### config.mk
export PLATFORM = sky130hd
export DESIGN_NAME = pmem_arbiter
export DESIGN_NICKNAME = d
export VERILOG_FILES = /design/src/rtl/pmem_arbiter.sv
export SDC_FILE = /design/constraint.sdc
export NUM_CORES = 1
export LEC_CHECK = 0
export ABC_AREA = 1
export CORE_AREA = 2 2 324 326
export DETAILED_ROUTE_END_ITERATION = 10
export DIE_AREA = 0 0 326 328
export GPL_TIMING_DRIVEN = 0
export PLACE_DENSITY_LB_ADDON = 0.05
export SETUP_SLACK_MARGIN = 0.4
export SLEW_MARGIN = 20
export SYNTH_ARGS = -nofsm -noshare
export SYNTH_HDL_FRONTEND = slang
export SYNTH_SLANG_ARGS = --single-unit
### constraint.sdc
create_clock -name clk -period 2.8 [get_ports clk]
set_input_delay 0.84 -clock clk [delete_from_list [all_inputs] [get_ports clk]]
set_output_delay 0.84 -clock clk [all_outputs]
set_load 0.01 [all_outputs]
### src/rtl/pmem_arbiter.sv
// Arbitrates one pmem port between icache and dcache, round-robin on ties.
// Latency: grant one cycle after request seen; resp/rdata returned combinationally.
// Backpressure: loser holds its level request; one mandatory IDLE cycle between grants.
module pmem_arbiter #(
    parameter int ADDR_WIDTH = 16,
    parameter int LINE_WIDTH = 128
) (
    input  logic                  clk,
    input  logic                  rst,
    input  logic                  i_pmem_read,
    input  logic                  i_pmem_write,
    input  logic [ADDR_WIDTH-1:0] i_pmem_address,
    input  logic [LINE_WIDTH-1:0] i_pmem_wdata,
    output logic [LINE_WIDTH-1:0] i_pmem_rdata,
    output logic                  i_pmem_resp,
    input  logic                  d_pmem_read,
    input  logic                  d_pmem_write,
    input  logic [ADDR_WIDTH-1:0] d_pmem_address,
    input  logic [LINE_WIDTH-1:0] d_pmem_wdata,
    output logic [LINE_WIDTH-1:0] d_pmem_rdata,
    output logic                  d_pmem_resp,
    output logic                  pmem_read,
    output logic                  pmem_write,
    output logic [ADDR_WIDTH-1:0] pmem_address,
    output logic [LINE_WIDTH-1:0] pmem_wdata,
    input  logic [LINE_WIDTH-1:0] pmem_rdata,
    input  logic                  pmem_resp
);

    typedef enum logic [1:0] {
        IDLE    = 2'd0,
        SERVE_I = 2'd1,
        SERVE_D = 2'd2
    } state_t;

    localparam logic GRANT_I = 1'b0;
    localparam logic GRANT_D = 1'b1;

    state_t state, state_nxt;
    logic   last_grant, last_grant_nxt;
    logic   req_i, req_d;

    assign req_i = i_pmem_read | i_pmem_write;
    assign req_d = d_pmem_read | d_pmem_write;

    always_ff @(posedge clk) begin
        if (rst) begin
            state      <= IDLE;
            last_grant <= GRANT_I;
        end else begin
            state      <= state_nxt;
            last_grant <= last_grant_nxt;
        end
    end

    always_comb begin
        state_nxt      = state;
        last_grant_nxt = last_grant;
        pmem_read      = 1'b0;
        pmem_write     = 1'b0;
        pmem_address   = '0;
        pmem_wdata     = '0;
        i_pmem_resp    = 1'b0;
        i_pmem_rdata   = '0;
        d_pmem_resp    = 1'b0;
        d_pmem_rdata   = '0;
        case (state)
            IDLE: begin
                // On a tie, serve whichever side did not win last time.
                if (req_i && req_d) begin
                    if (last_grant == GRANT_I) begin
                        state_nxt      = SERVE_D;
                        last_grant_nxt = GRANT_D;
                    end else begin
                        state_nxt      = SERVE_I;
                        last_grant_nxt = GRANT_I;
                    end
                end else if (req_i) begin
                    state_nxt      = SERVE_I;
                    last_grant_nxt = GRANT_I;
                end else if (req_d) begin
                    state_nxt      = SERVE_D;
                    last_grant_nxt = GRANT_D;
                end
            end
            SERVE_I: begin
                // Read and write together from one side is treated as a write.
                pmem_write   = i_pmem_write;
                pmem_read    = i_pmem_read & ~i_pmem_write;
                pmem_address = i_pmem_address;
                pmem_wdata   = i_pmem_wdata;
                i_pmem_resp  = pmem_resp;
                i_pmem_rdata = pmem_rdata;
                if (pmem_resp) state_nxt = IDLE;
            end
            SERVE_D: begin
                pmem_write   = d_pmem_write;
                pmem_read    = d_pmem_read & ~d_pmem_write;
                pmem_address = d_pmem_address;
                pmem_wdata   = d_pmem_wdata;
                d_pmem_resp  = pmem_resp;
                d_pmem_rdata = pmem_rdata;
                if (pmem_resp) state_nxt = IDLE;
            end
            default: state_nxt = IDLE;
        endcase
    end

endmodule

==> flow_summary.json <==
{
  "grt_pass1_vias": 9236,
  "hold_buffers": 0,
  "rsz0062_at_grt": "yes",
  "place_inst": 3270,
  "drc": 0,
  "synth_top_cell_area_share": 0.461,
  "via_count": 9553,
  "track_usage": 0.118,
  "yosys.area.top_type": "nand2_1",
  "crit_arrival_ns": 1.86,
  "coreArea_um2": 103000,
  "fillers": 11900,
  "power.density_nw_per_um2": 384,
  "fmax_ghz": 0.371,
  "cts.clk_slew.worst_paths_ns": 0.03,
  "syn_avg_cell_area_um2": 4.23,
  "overflow": 0,
  "synth.top_cells.by_count": "nand2_1, inv_1, a21oi_1",
  "synth_compound_area_frac": 0.167,
  "synth_nets": 1490,
  "num_rows": 118,
  "vias_per_cell": 2.86,
  "start_util": 0.0436,
  "drt-total-wl_um": 70500,
  "antenna_left": 0,
  "synth_edf_count": 0,
  "root_buffer": "clkbuf_16",
  "cts_buffers": 3,
  "reg2reg_depth": 7,
  "synth-simple-area-share": 0.471,
  "ctsHtreeMaxLevel": 1,
  "p_leak_nw": 9.08,
  "synthMuxAreaShare": 0,
  "multi_input_area_um2": 3430,
  "drive_gt1_frac": 0.209,
  "critPathCaptureType": "primary output",
  "hold_path_depth": 2,
  "required_ns": 1.96,
  "finalHoldViolCount": 0,
  "synth_xor_area_frac": 0,
  "final_util": 0.159,
  "hold_ws_ns": 0.492,
  "hold_path.class": "reg2reg",
  "routedWlPerCell_um": 21.1,
  "min_period_ns": 2.70,
  "ir_drop_uv": 143,
  "yosysMostFrequentCell": "nand2_1",
  "setup_viol": 0,
  "crit_path_start_kind": "register",
  "grt_max_degree": 11,
  "async_flop_share": 0,
  "fin_nets": 2381,
  "synth_area_um2": 4500,
  "synth_fa_ha_area_frac": 0.00833,
  "seq_area_um2": 67.6,
  "place_hpwl_um": 58600,
  "path_cells": "inv_4, ha_4, buf_8, buf_12, buf_16, buf_4, buf_8, nand2_1, inv_1, dlygate4sd2_1",
  "clk_latency_ns": 0.22,
  "synth-seq-cells": 3,
  "cap_violations": 0,
  "antenna_found_initial": 21,
  "cts_sinks": 3,
  "tritoncts": "done",
  "pin_count": 827,
  "clockBufferDepth": 2,
  "place.gp.congestion": 0.829,
  "synth_top_family_by_area": "simple AND/OR/NAND/NOR gates",
  "netlist_instances": 1064,
  "status": "complete, no violations",
  "slowest_stage": "dfxtp_4",
  "skew_ns": 0.00208,
  "ys_warn_count": 0,
  "slew_headroom": 0.735,
  "setup_slack_ns": 0.104,
  "ys.flop_type": "dfxtp_1",
  "path_class": "reg2out",
  "die_area_um2": 107000,
  "syn_to_final_growth_pct": 264,
  "fp.dieH_um": 328,
  "first_pass_iters": 4,
  "cpPeakStageDelay_ns": 0.36,
  "critPathMostFrequentCell": "buf_8",
  "grt_pass1_wl_um": 86900,
  "yosys-top-cells-area": "nand2_1, inv_1, a21oi_1",
  "synthDistinctLibCells": 15,
  "drv_slew": 0,
  "io_buffers": 826,
  "stdcell_count": 3344,
  "yosysSeqAreaShare": 0.0133,
  "critPathMaxFanout": 10,
  "pre_cts_slack_ns": -0.671,
  "drt_iter0_drc": 252,
  "die_x_um": 326,
  "worst_slew_pin_slew_ns": 0.398,
  "fin_crit_sh": 0.963
}
-- power breakdown --
part | internal [W] | total, W | switching (W)
Combinational | 0.00298 | 0.00600 | 0.00303
Sequential | 0.0000556 | 0.0000681 | 0.0000124
Clock | 0.000188 | 0.000228 | 0.0000397
Total | 0.00322 | 0.00630 | 0.00308
-- logic make-up (layout without fill, tap and decap cells) --
logic type      Yosys count  after routing
flops                     3              3
other cells               0             10
fa+ha+maj                 3              3
simple gates            563            563
compound gates          150            150
buf+inv                 345           1235
-- cells in the final DEF, fill, tap and decap left out, drive strengths merged --
cell / Yosys / routed
clkdlybuf4s50: 0 / 396
buf: 75 / 224
inv: 267 / 267
nor2: 4 / 4
nand2: 553 / 553
bufbuf: 0 / 2
dfxtp: 3 / 3
diode: 0 / 10
o21ai: 1 / 1
clkdlybuf4s15: 0 / 57
nand4: 1 / 1
dlymetal6s2s: 0 / 22
dlygate4sd2: 0 / 212
a21oi: 149 / 149
nand3: 4 / 4
nor3: 1 / 1
ha: 3 / 3
clkbuf: 3 / 55
-- final cells by class --
| cell class | instances | share of cell area |
|---|---|---|
| Multi-Input combinational cell | 716 | 0.209 |
| Sequential cell | 3 | 0.00412 |
| Buffer | 78 | 0.0805 |
| Antenna cell | 10 | 0.00153 |
| Clock buffer | 4 | 0.00481 |
| Timing Repair Buffer | 886 | 0.533 |
| Tap cell | 1380 | 0.105 |
| Inverter | 267 | 0.0619 |
-- through the flow --
step                      power, W  area (um2)  TNS [ns]
after CTS                  0.00542       15000         0
final                      0.00630       16400         0
after detailed placement   0.00486       14500    -71.17
after global placement     0.00490       14500    -67.11
after global routing       0.00680       16400         0
after floorplan            0.00181        4500         0
-- path summary, 6_finish.rpt --
path	start	endpoint	slack [ns]
worst min-delay path	last_grant	last_grant	0.49
worst max register to register	state[0]	state[0]	1.43
worst min register to register	last_grant	last_grant	0.49
worst max-delay path	state[0]	d_pmem_rdata[42]	0.10
-- state kept, by name (all words and copies together) (netlist names) --
name,flops
state,2
last_grant,1
-- critical path: cells and delay by family, from the launching register on --
family	cells	cell delay [ns]
fa+ha+maj	1	0.15
buf+inv	8	1.03
simple gates	1	0.07
flops	1	0.36
-- repair_timing --
action | CTS | global route
resized for setup | 737 | 614
setup endpoints to repair | 404 | 404
buffers inserted | 14 | 16
pin swaps | 4 | 45
cloned | 5 | 25
-- layer usage --
metal	track usage	up-vias	part of all wire
li1	-	4830	-
met2	0.249	382	0.59
met5	0	-	0.0020
met4	0.00501	20	0.0033
met3	0.0338	39	0.065
met1	0.116	4282	0.34
Note: power is estimated with default switching activity, not from simulation.
